**src/rtl/instruction_fetch_pkg.sv**
```systemverilog
// Shared definitions for the instruction fetch stage:
// FSM state encoding and the next-PC select codes.
package instruction_fetch_pkg;

  typedef enum logic [1:0] {
    START = 2'd0,
    FETCH = 2'd1,
    HOLD  = 2'd2
  } fetch_state_t;

  // redirect_sel codes double as the control of the next-PC multiplexor
  localparam logic [1:0] SEL_SEQ    = 2'b00;
  localparam logic [1:0] SEL_BRANCH = 2'b01;
  localparam logic [1:0] SEL_JUMP   = 2'b10;
  localparam logic [1:0] SEL_EXC    = 2'b11;

endpackage

```
**src/rtl/instruction_fetch_mux.sv**
```systemverilog
// Four-input multiplexor used to pick the next PC:
// sequential, branch, jump or exception vector.
module multiplexor_4x1
  import instruction_fetch_pkg::*;
#(
  parameter int BIT_WIDTH = 32
) (
  input  logic [1:0]           control,
  input  logic [BIT_WIDTH-1:0] in0,
  input  logic [BIT_WIDTH-1:0] in1,
  input  logic [BIT_WIDTH-1:0] in2,
  input  logic [BIT_WIDTH-1:0] in3,
  output logic [BIT_WIDTH-1:0] out
);

  always_comb begin
    out = in0;
    case (control)
      SEL_SEQ:    out = in0;
      SEL_BRANCH: out = in1;
      SEL_JUMP:   out = in2;
      SEL_EXC:    out = in3;
      default:    out = in0;
    endcase
  end

endmodule

```
**src/rtl/instruction_fetch.sv**
```systemverilog
// Fetch stage: owns the PC, issues one instruction memory request at a time
// and hands each instruction/PC pair to decode over a valid/ready handshake.
module instruction_fetch
  import instruction_fetch_pkg::*;
#(
  parameter int                   BIT_WIDTH  = 32,
  parameter logic [BIT_WIDTH-1:0] RESET_PC   = '0,
  parameter logic [BIT_WIDTH-1:0] EXC_VECTOR = BIT_WIDTH'(32'h0000_0080)
) (
  input  logic                 clk,
  input  logic                 rst_n,
  input  logic                 redirect_valid,
  input  logic [1:0]           redirect_sel,
  input  logic [BIT_WIDTH-1:0] redirect_target,
  output logic                 imem_req,
  output logic [BIT_WIDTH-1:0] imem_addr,
  input  logic                 imem_ack,
  input  logic [BIT_WIDTH-1:0] imem_rdata,
  output logic                 dec_valid,
  output logic [BIT_WIDTH-1:0] dec_instr,
  output logic [BIT_WIDTH-1:0] dec_pc,
  input  logic                 dec_ready
);

  localparam logic [BIT_WIDTH-1:0] PC_STEP    = BIT_WIDTH'(4);
  localparam logic [BIT_WIDTH-1:0] ALIGN_MASK = ~BIT_WIDTH'(3);

  fetch_state_t         state, state_next;
  logic [BIT_WIDTH-1:0] pc, pc_next, pc_plus4, target_aligned, next_pc_sel;
  logic                 flush_pending;
  logic                 redirect_active;
  logic [1:0]           npc_control;

  logic pc_load, pc_from_flush, dec_load, dec_clear, flush_set, flush_clear;

  // A select of 00 is a no-op even when redirect_valid is high
  assign redirect_active = redirect_valid && (redirect_sel != SEL_SEQ);
  assign npc_control     = redirect_active ? redirect_sel : SEL_SEQ;
  assign pc_plus4        = pc + PC_STEP;
  assign target_aligned  = redirect_target & ALIGN_MASK;

  multiplexor_4x1 #(
    .BIT_WIDTH(BIT_WIDTH)
  ) u_next_pc (
    .control(npc_control),
    .in0    (pc_plus4),
    .in1    (target_aligned),
    .in2    (target_aligned),
    .in3    (EXC_VECTOR),
    .out    (next_pc_sel)
  );

  // The address only moves when pc does, which happens on ack or outside FETCH
  assign imem_addr = pc;

  always_ff @(posedge clk or negedge rst_n) begin
    if (!rst_n) state <= START;
    else        state <= state_next;
  end

  always_comb begin
    state_next    = state;
    imem_req      = 1'b0;
    pc_load       = 1'b0;
    pc_from_flush = 1'b0;
    dec_load      = 1'b0;
    dec_clear     = 1'b0;
    flush_set     = 1'b0;
    flush_clear   = 1'b0;
    case (state)
      START: begin
        state_next = FETCH;
        pc_load    = redirect_active;
      end
      FETCH: begin
        imem_req = 1'b1;
        if (imem_ack) begin
          flush_clear = 1'b1;
          pc_load     = 1'b1;
          // A redirect in the ack cycle beats any earlier pending target
          if (redirect_active) begin
            pc_from_flush = 1'b0;
          end else if (flush_pending) begin
            pc_from_flush = 1'b1;
          end else begin
            dec_load   = 1'b1;
            state_next = HOLD;
          end
        end else if (redirect_active) begin
          flush_set = 1'b1;
        end
      end
      HOLD: begin
        if (redirect_active) begin
          pc_load    = 1'b1;
          dec_clear  = 1'b1;
          state_next = FETCH;
        end else if (dec_ready) begin
          dec_clear  = 1'b1;
          state_next = FETCH;
        end
      end
      default: state_next = START;
    endcase
  end

  always_ff @(posedge clk or negedge rst_n) begin
    if (!rst_n) begin
      pc            <= RESET_PC;
      pc_next       <= RESET_PC;
      flush_pending <= 1'b0;
      dec_valid     <= 1'b0;
      dec_instr     <= '0;
      dec_pc        <= '0;
    end else begin
      if (pc_load) pc <= pc_from_flush ? pc_next : next_pc_sel;

      if (flush_set) begin
        flush_pending <= 1'b1;
        pc_next       <= next_pc_sel;
      end else if (flush_clear) begin
        flush_pending <= 1'b0;
      end

      if (dec_load) begin
        dec_valid <= 1'b1;
        dec_instr <= imem_rdata;
        dec_pc    <= pc;
      end else if (dec_clear) begin
        dec_valid <= 1'b0;
      end
    end
  end

endmodule

```
**config.mk**
```make
export PLATFORM = sky130hd
export DESIGN_NAME = instruction_fetch
export DESIGN_NICKNAME = d
export VERILOG_FILES = /design/src/rtl/instruction_fetch_pkg.sv /design/src/rtl/instruction_fetch_mux.sv /design/src/rtl/instruction_fetch.sv
export SDC_FILE = /design/constraint.sdc
export NUM_CORES = 1
export LEC_CHECK = 0
export CAP_MARGIN = 15
export CORE_MARGIN = 2
export CORE_UTILIZATION = 40
export CTS_CLUSTER_SIZE = 28
export DETAILED_ROUTE_END_ITERATION = 12
export GPL_TIMING_DRIVEN = 0
export PLACE_DENSITY_LB_ADDON = 0.2
export SLEW_MARGIN = 20
export SYNTH_ARGS = -nofsm -noshare
export SYNTH_HDL_FRONTEND = slang
export SYNTH_SLANG_ARGS = --single-unit
```
**constraint.sdc**
```tcl
create_clock -name clk -period 3.65 [get_ports clk]
set_input_delay 0.73 -clock clk [delete_from_list [all_inputs] [get_ports clk]]
set_output_delay 0.73 -clock clk [all_outputs]
set_load 0.03 [all_outputs]
```
# ---- Word-level counts from Yosys, hierarchy flattened
# Cells that the tools add are included.
dict set report totals {
  regBits 132
  word_cells 56
  output_inout_bits 98
}
dict set report classes {
  mux 31
  eq_ne 9
  n_reduce_logical 8
  addsub 1
}
# operator count
set ops {}
lappend ops {{32-bit one-hot mux with 3 select lines} 1}
lappend ops {{32-bit by 3-bit adder with 32-bit output, second input constant} 1}
lappend ops {{32-bit 2-to-1 mux} 1}
lappend ops {{1-bit 2-to-1 mux} 21}
lappend ops {{2-bit 2-to-1 mux} 6}
lappend ops {{2-bit equality test, second input constant} 3}
lappend ops {{2-bit != test, second input constant} 3}
lappend ops {{2-bit one-hot mux with 3 select lines} 1}
lappend ops {{2-bit nonzero test} 3}
lappend ops {{2-bit by 1-bit equality test with 1-bit output, second input constant} 2}
lappend ops {{2-bit zero test} 2}
lappend ops {{4-bit AND reduction} 1}
lappend ops {{3-bit != test, second input constant} 1}
lappend ops {{1-bit one-hot mux with 3 select lines} 1}
lappend ops {{2-bit OR reduction} 1}
lappend ops {{1-bit logical AND} 1}

# ---- Logic depth before layout (Yosys ltp)
# Gate-level depths: netlist of run 1.
dict set report logic_depth {
  ltp_word 7
  ltp_mapped 9
}

# ---- By module
# A second synthesis of run 1 with hierarchy kept.
dict set report unflattened {
  cells_unflattened 489
  hier_area_um2 6631.4
}
# module seq_area_each_um2 instances area_per_inst_um2 cells_per_inst
set by_module_without_submodules {}
lappend by_module_without_submodules {instruction_fetch 3303.2 1 5816.8 450}
lappend by_module_without_submodules {multiplexor_4x1 0.0 1 814.5 39}

# ---- Least setup slack after synthesis of run 1
# No wires, ideal clock.
dict set report synth_timing {
  kind {input-to-reg}
  from {input port redirect_valid}
  to {register pc[25] (netlist: imem_addr[25])}
  stages 7
  arrival_ps 2321
  path_slack_ps 1247
  setup_time_ps 82
  path_cell_list {and2_1 > ha_1 > nor2b_1 > clkbuf_1 > clkbuf_1 > nand2_1 > a31oi_1}
}
dict set report synth_via {
  elab_chain_len 6
  word_cells_on_any_way 14
  cone_classes {eq/ne (3); mux (8); reduce/logical (3)}
}
# item line
set synth_rtl {}
lappend synth_rtl {{start, declared} instruction_fetch.sv:12} ;# input logic redirect_valid,
lappend synth_rtl {{1-bit logical AND *} instruction_fetch.sv:37} ;# assign redirect_active = redirect_valid && (redirect_sel != SEL_SEQ);
lappend synth_rtl {{2-bit 2-to-1 mux} instruction_fetch.sv:38} ;# assign npc_control = redirect_active ? redirect_sel : SEL_SEQ;
lappend synth_rtl {{2-bit by 1-bit equality test with 1-bit output / 2-bit equality test (equally long branches)} instruction_fetch_mux.sv:18} ;# case (control)
lappend synth_rtl {{2-bit OR reduction (no source line)} --}
lappend synth_rtl {{32-bit one-hot mux with 3 select lines} instruction_fetch_mux.sv:18}
lappend synth_rtl {{32-bit 2-to-1 mux} instruction_fetch.sv:116} ;# if (pc_load) pc <= pc_from_flush ? pc_next : next_pc_sel;
lappend synth_rtl {{end signal, assigned} instruction_fetch.sv:116}
lappend synth_rtl {{end, declared} instruction_fetch.sv:29} ;# logic [BIT_WIDTH-1:0] pc, pc_next, pc_plus4, target_aligned, next_pc_sel;
# Every way passes the cells marked *; elsewhere a longest branch is shown, timed or not.
# A chain may end at the register's enable or synchronous reset.

# ---- Worst setup path in the final report of run 1
dict set report layout_timing {
  from {input port redirect_valid}
  to {register pc[27] (netlist: imem_addr[27])}
}
# The elaborated chain is that of the path after synthesis.

==> summary by stage, run 1 <==
Outcome
The run finished with clean final reports.

Clocking
The number of instances resized during post-cts repair is 0. TritonCTS built the clock tree. Clock-pin slew was measured on the worst setup and hold paths at 50 ps. The hold buffer count at CTS is 0.

The depth of the CTS H-tree is 4. The clock latency of the later-clocked register in the worst-skew pair is 420 ps. Buffers added to address setup during post-CTS repair amount to 0.

The buffer levels on the longest clock path is 2. CTS saw 132 sinks. The tree is rooted in a clkbuf_16.

The number of clock buffers added by TritonCTS is 17.

Power and ir drop
The share of total power dissipated in sequential elements is 33.0%. In this run, the combinational gates consume 48.1% of the power. The peak supply drop is 0.000515 V. The total power is 8300 uW. The internal portion of total power is 4860 uW. The switching power of the nets is 3450 uW. Power spread over the standard cell area amounts to 944 nW/um^2.

Of the total power, the share spent switching nets is 41.5%. In this run the static leakage power is 0.00359 uW. The fraction of power consumed by the clock network is 18.9%.

Die
The number of placement rows is 45. The vertical extent of the die is 130 um. The floorplan step defined a core boundary enclosing 15300 um^2. The die covers 16800 um^2. The I/O pin count is 169. The initial utilization of the core area, before any placement, comes to 41.2%. The x dimension of the die is 130 um.

Logic synthesis
The count of synthesis-stage warnings from yosys is 0. The number of synthesized flops with an enable pin is 0. The library cell with the highest instance count after synthesis is dfrtp_1. The mean post-synth cell area is 10.5 um^2.

After synthesis, the most frequently instantiated cells are dfrtp_1 (132), mux2_2 (64), nand2_1 (57). Yosys attributes the largest share of cell area to dfrtp_1 (52%), mux2_2 (11%), a21oi_1 (4.1%). The leading register cell type out of synthesis is dfrtp_1. Synthesis produced a netlist with a net count of 673.

Of all cell types, the one taking the most synthesized area is dfrtp_1. The cell area that synthesis handed to floorplanning was 6300 um^2. The count of distinct cell types in the synthesized netlist is 59.

Synthesis inferred 132 register bits. After synthesis, flip-flops and latches occupy 52.4% of the total area. The fraction of synthesis flops using an asynchronous set or reset pin is 100%.

The cell count after synthesis came out at 599. Of the post-synthesis cell area, the dominant cell type holds 52.4%.

Critical path
The data arrival time at the worst-slack endpoint is 3800 ps. The kind of launch point of the worst setup path is an input port. STA classifies the critical path endpoint as a flip-flop. The largest single stage delay on the critical path is 600 ps.

The critical path goes through clkdlybuf4s50_1 > and2_1 > ha_1 > nor2b_1 > clkbuf_1 > clkbuf_1 > nand2_1 > a31oi_1. The slowest library cell on the worst path is nor2b_1. The cell that appears most often on the critical path is clkbuf_1. The path type of the worst setup path is in2reg. Along the worst path, the maximum fanout reaches 10.

At the worst endpoint, the required time is 3990 ps. The number of cells on the worst reg-to-reg path is 6.

STA
The total negative setup slack is 0 ps. Subtracting the final worst setup slack from the clock period gives 3470 ps. The worst pin sits at a relative slew slack of 34.1%. The final critical path takes up 95.0% of the cycle. The max-slew violation count was 0. The actual slew at the worst max-slew pin is 981 ps. The clock skew is 7.97 ps. Static timing analysis puts the maximum clock frequency at 288 MHz. The total count of hold-check failures in the final report came to 0.

Setup repair after global routing left no endpoint under its margin. Setup violations remaining at the end of the flow were counted as 0.

Routing
The number of DRC violations after detailed-routing iteration 0 is 468. The final wirelength is 19500 um. In the routed layout, each cell is associated on average with a via count of 5.64. The remaining antenna violation count is 0. For this block, the via count after detailed routing is 5672. The total DRC errors in the routed layout is 0. The routed wirelength normalized by instance count is 19.4 um.

For this run, the detailed router's first-pass iteration total came to 5.

Placement
Detailed placement finished with a half-perimeter wire length of 14000 um. The number of placed cells counting well taps is 977. The final estimated routing congestion in global placement is 0.906. The count of buffers from port buffering is 166.

Final layout
The number of nets in the finished design is 859. The post-route core utilization is 57.4%. The antenna cell count is 0.

The ratio of cells with drive above 1 in the final layout is 13.7%. The area growth from synthesis to layout is 39.5%. Once layout is complete, the cells apart from fillers number 1006.

Global routing
The remaining global-route overflow is 0. The largest net degree at the start of global routing is 69. The overall track demand over capacity in global routing is 23.7%. The number of global-route vias before repair is 5747. The number of antenna violations at the first check in global routing is 0. The first-pass GRT wire length is 30300 um.

Job
The number of maximum-capacitance constraint violations is 0.

Worst hold path
The type of the worst min-delay path is in2async.
-- cells by family (layout without fill, tap and decap cells) --
| kind of cell | after synthesis | count (layout) | synth area share, % |
|---|---|---|---|
| AOI/OAI and AO/OA | 159 | 159 | 15.4 |
| xor gates and xnor gates | 16 | 16 | 2.22 |
| adders and majority gates | 3 | 3 | 0.596 |
| buffers and inverters | 49 | 245 | 3.20 |
| DFF | 132 | 132 | 52.4 |
| muxes | 69 | 69 | 12.2 |
| and+or+nand+nor | 171 | 171 | 14.0 |
-- state kept, by name, indices dropped and copies added, names as in the netlist --
| register | cells |
|---|---|
| dec_instr | 32 |
| dec_pc | 32 |
| imem_addr | 32 |
| pc_next | 32 |
| state | 2 |
| dec_valid | 1 |
| flush_pending | 1 |
-- worst paths after layout --
| path | start | endpoint | slack (ps) |
|---|---|---|---|
| min | rst_n | dec_pc[10] | 250 |
| max reg2reg | state[0] | dec_pc[11] | 1010 |
| max in group asynchronous | rst_n | imem_addr[27] | 2670 |
| min reg2reg | pc_next[6] | pc_next[6] | 480 |
| max | redirect_valid | imem_addr[27] | 180 |
| min in group clk | pc_next[6] | pc_next[6] | 480 |
-- power by group through the flow --
stage	combinational, uW	sequential, uW	clock (uW)
after floorplan	1420	3620	0
after global placement	3900	2690	0
after detailed placement	4000	2750	0
after CTS	4010	2730	1600
after global routing	4260	2830	1670
final	4000	2740	1570
-- worst max-delay path: cells and delay by family --
| family | cells | cell delay, ps |
|---|---|---|
| fa+ha+maj | 1 | 410 |
| simple gates | 3 | 960 |
| buf+inv | 3 | 1490 |
| compound gates | 1 | 200 |
-- cells in the final DEF, fill, tap and decap left out, drive strengths merged, types with 3 or more instances in the layout --
cell / netlist / layout
o21ai: 36 / 36
mux2: 64 / 64
nand4: 12 / 12
clkdlybuf4s50: 0 / 165
nor2b: 3 / 3
nor2: 31 / 31
xor2: 7 / 7
or3: 4 / 4
o22ai: 17 / 17
a21oi: 52 / 52
a22oi: 6 / 6
a21o: 6 / 6
nand2: 57 / 57
a31oi: 11 / 11
ha: 3 / 3
nand3b: 4 / 4
clkinv: 0 / 3
a211oi: 6 / 6
or2: 3 / 3
and4b: 3 / 3
nand2b: 3 / 3
nor3: 13 / 13
nand3: 15 / 15
inv: 8 / 8
buf: 10 / 12
mux2i: 5 / 5
o31a: 5 / 5
and3: 4 / 4
clkbuf: 31 / 55
xnor2: 9 / 9
nor4: 9 / 9
dfrtp: 132 / 132
-- layer usage --
| layer | share of wire (%) | global-route usage (%) |
|---|---|---|
| met5 | 0 | 0 |
| met1 | 41 | 31.4 |
| met3 | 7.6 | 5.04 |
| met2 | 49 | 38.0 |
| met4 | 2.3 | 9.61 |
-- layout make-up --
cell class | instances | area, um^2
Fill cell | 1320 | 6520
Buffer | 41 | 171
Sequential cell | 132 | 3300
Multi-Input combinational cell | 418 | 2800
Clock inverter | 5 | 52.6
Tap cell | 211 | 264
Clock buffer | 24 | 482
Timing Repair Buffer | 167 | 1690
Inverter | 8 | 30.0
-- stage by stage --
| step | setup WS, ps | hold slack [ps] | area, um^2 |
|---|---|---|---|
| after floorplan | 1250 | 434 | 6300 |
| after global placement | -3340 | 457 | 8230 |
| after detailed placement | -166 | 469 | 8260 |
| after CTS | 264 | 266 | 8790 |
| after global routing | 74.6 | 295 | 8790 |
| final | 184 | 250 | 8790 |
(Power assumes the default switching activity.)
==> run 2, diff against run 1 <==
--- a/config.mk
+++ b/config.mk
@@ -6,12 +6,12 @@
 export NUM_CORES = 1
 export LEC_CHECK = 0
 export CAP_MARGIN = 15
-export CORE_MARGIN = 2
 export CORE_UTILIZATION = 40
 export CTS_CLUSTER_SIZE = 28
 export DETAILED_ROUTE_END_ITERATION = 12
 export GPL_TIMING_DRIVEN = 0
 export PLACE_DENSITY_LB_ADDON = 0.2
+export RECOVER_POWER = 25
 export SLEW_MARGIN = 20
 export SYNTH_ARGS = -nofsm -noshare
 export SYNTH_HDL_FRONTEND = slang
==> summary by stage, run 2 (synthesis gave the netlist of run 1 again) <==
STA
The actual slew at the worst max-slew pin is 2720 ps (was 981 ps). The clock skew was 7.20 ps (was 7.97 ps). The final clock period utilization by the worst path is 93.5% (was 95.0%). The worst hold margin came to 474 ps (was 250 ps). The total count of hold-check failures in the final report came to 0 (unchanged).

The peak clock frequency supported by timing is 293 MHz (was 288 MHz). The max-slew violation count is 56 (was 0). The count of final setup violators came to 0 (unchanged). The final critical path time including I/O delays and setup is 3410 ps (was 3470 ps). The total negative setup slack was 0 ps (unchanged). The normalized max-slew margin is -81.4% (was 34.1%). RSZ-0062 raised after global routing: no (unchanged).

Routing
The total via count in the routed design is 5670 (was 5672). The total DRC errors in the routed layout is 0 (unchanged). The number of detailed-routing iterations run before antenna repair came to 5 (unchanged).

The routed wirelength normalized by instance count is 19.0 um (was 19.4 um). The final wirelength is 19200 um (was 19500 um). The detailed-routed wire length on met2 is 9440 um (was 9640 um). The number of DRC violations after detailed-routing iteration 0 is 459 (was 468). The wire length on met3 is 1330 um (was 1480 um). The detailed-route vias per instance is 5.62 (was 5.64). The sum of routed wire segments on met1 is 7980 um (was 7940 um). The remaining antenna violation count is 0 (unchanged). The highest metal layer with signal wires is met4 (unchanged).

Critical path
The largest incremental delay on the critical path came to 580 ps (was 600 ps). The slowest library cell on the worst path is clkbuf_1 (was nor2b_1). The number of buffer and inverter stages on the critical path is 5 (was 3).

The path type of the worst setup path is in2reg (unchanged). The category of the worst setup path capture point is a flip-flop (unchanged). The data arrival time at the worst-slack endpoint was 3730 ps (was 3800 ps). The kind of launch point of the worst setup path is an input port (unchanged). The largest driver fanout on the critical path is 10 (unchanged). The cell class contributing the biggest share of worst-path delay is buffers and inverters (unchanged). The cell with the most instances on the worst path is clkbuf_1 (unchanged).

The data required time of the critical path came to 3970 ps (was 3990 ps). Ordered cell list for the critical path: clkdlybuf4s50_1 > and2_1 > inv_1 > ha_1 > clkbuf_1 > clkbuf_1 > clkbuf_1 > nand2_1 > o221ai_1 (was clkdlybuf4s50_1 > and2_1 > ha_1 > nor2b_1 > clkbuf_1 > clkbuf_1 > nand2_1 > a31oi_1).

Outcome
The final reports fail on max-capacitance violations, max-slew violations. Result of the run: finished with violations (was finished clean).

Placement
The count of buffers from port buffering is 166 (unchanged). The total placed instance area came to 8260 um^2 (unchanged). The final estimated routing congestion in global placement is 0.917 (was 0.906). The post-DP HPWL is 13700 um (was 14000 um).

Final layout
The ratio of cells with drive above 1 in the final layout is 14.0% (was 13.7%). The leading cell type in the layout, fill and taps excluded is clkdlybuf4s50_1 (unchanged). The number of nets in the finished design is 859 (unchanged). The antenna cell count came to 0 (unchanged). The summed area of non-filler cells in the final layout came to 8840 um^2 (was 8790 um^2). Most used cells in the layout excluding fill and tap cells: clkdlybuf4s50_1 (165), dfrtp_1 (132), mux2_2 (64) (unchanged).

The synthesis-to-finish area growth is 40.3% (was 39.5%). The post-route core utilization is 57.7% (was 57.4%).

Die
The initial core utilization is 41.2% (unchanged). The I/O pin count came to 169 (unchanged). The floorplan core area is 15300 um^2 (unchanged).

The vertical extent of the die is 128 um (was 130 um). The number of placement rows was 45 (unchanged). The x dimension of the die is 128 um (was 130 um).

The floorplan die area is 16300 um^2 (was 16800 um^2).

Clocking
The library cell used as clock root buffer is clkbuf_16 (unchanged). The number of instances resized during post-cts repair came to 0 (unchanged). The clock latency of the later-clocked register in the worst-skew pair is 420 ps (about the same).

The TritonCTS clock tree is built (unchanged). The clock transition at the registers of the reported paths is 60 ps (was 50 ps). The depth of the CTS H-tree is 4 (unchanged). The buffer levels on the longest clock path was 2 (unchanged).

The number of clock sinks seen by CTS is 132 (unchanged). The number of buffers inserted by post-CTS setup repair was 0 (unchanged). The total clock buffers created by CTS is 17 (unchanged). The hold buffer count at CTS is 0 (unchanged).

Global routing
The first-pass GRT wire length is 30200 um (was 30300 um). The remaining global-route overflow is 0 (unchanged). The number of antenna violations at the first check in global routing is 0 (unchanged). The largest net degree at the start of global routing is 78 (was 69).

The number of global-route vias before repair is 5742 (was 5747). The overall track demand over capacity in global routing was 24.3% (was 23.7%).

Worst hold path
The type of the worst min-delay path is reg2reg (was in2async).

Power and ir drop
The peak supply drop is 0.000385 V (was 0.000515 V). The total power is 8380 uW (was 8300 uW). The total power density per cell area came to 948 nW/um^2 (was 944 nW/um^2).

The static power due to leakage is 0.00360 uW (was 0.00359 uW).

Job
The number of maximum-capacitance constraint violations was 1 (was 0).
-- run 2: per-layer routing --
| metal | vias to the layer above | global-route usage [%] |
|---|---|---|
| li1 | 2569 | - |
| met1 | 2803 | 31.7 |
| met2 | 262 | 39.8 |
| met3 | 36 | 4.40 |
| met4 | 0 | 9.87 |
| met5 | - | 0 |
-- run 2: worst min-delay path: stages, from the launching register on --
cell     delay (ps)
dfrtp_1         330
nand2_1          40
o21ai_0          60
-- run 2: worst paths after layout --
path	start	endpoint	slack (ps)	cells past startpoint
max	redirect_valid	pc_next[31]	240	9
min	pc_next[6]	pc_next[6]	470	2
max reg2reg	state[0]	dec_pc[9]	930	6
min reg2reg	pc_next[6]	pc_next[6]	470	2
max in group asynchronous	rst_n	imem_addr[27]	710	1
min in group asynchronous	rst_n	dec_pc[19]	1370	1
-- run 2: through the flow --
stage                     cells  setup WS, ps
final                      1009           238
after detailed placement    977          -193
after global routing       1009          80.7
after floorplan             599          1250
after global placement      976         -3350
after CTS                  1009           229
-- run 2: power breakdown --
| group | internal [uW] | switching [uW] | total [uW] |
|---|---|---|---|
| combinational | 1730 | 2240 | 3970 |
| clock | 1060 | 623 | 1680 |
| sequential | 2150 | 584 | 2730 |
-- run 2: final cells by class --
class / count / area (um^2)
sequential: 132 / 3300
timing repair buffer: 167 / 1690
tap: 211 / 264
clock buffer: 24 / 482
buffer: 41 / 171
fill: 1343 / 6470
multi-input combinational: 418 / 2800
inverter: 8 / 30.0
clock inverter: 8 / 100
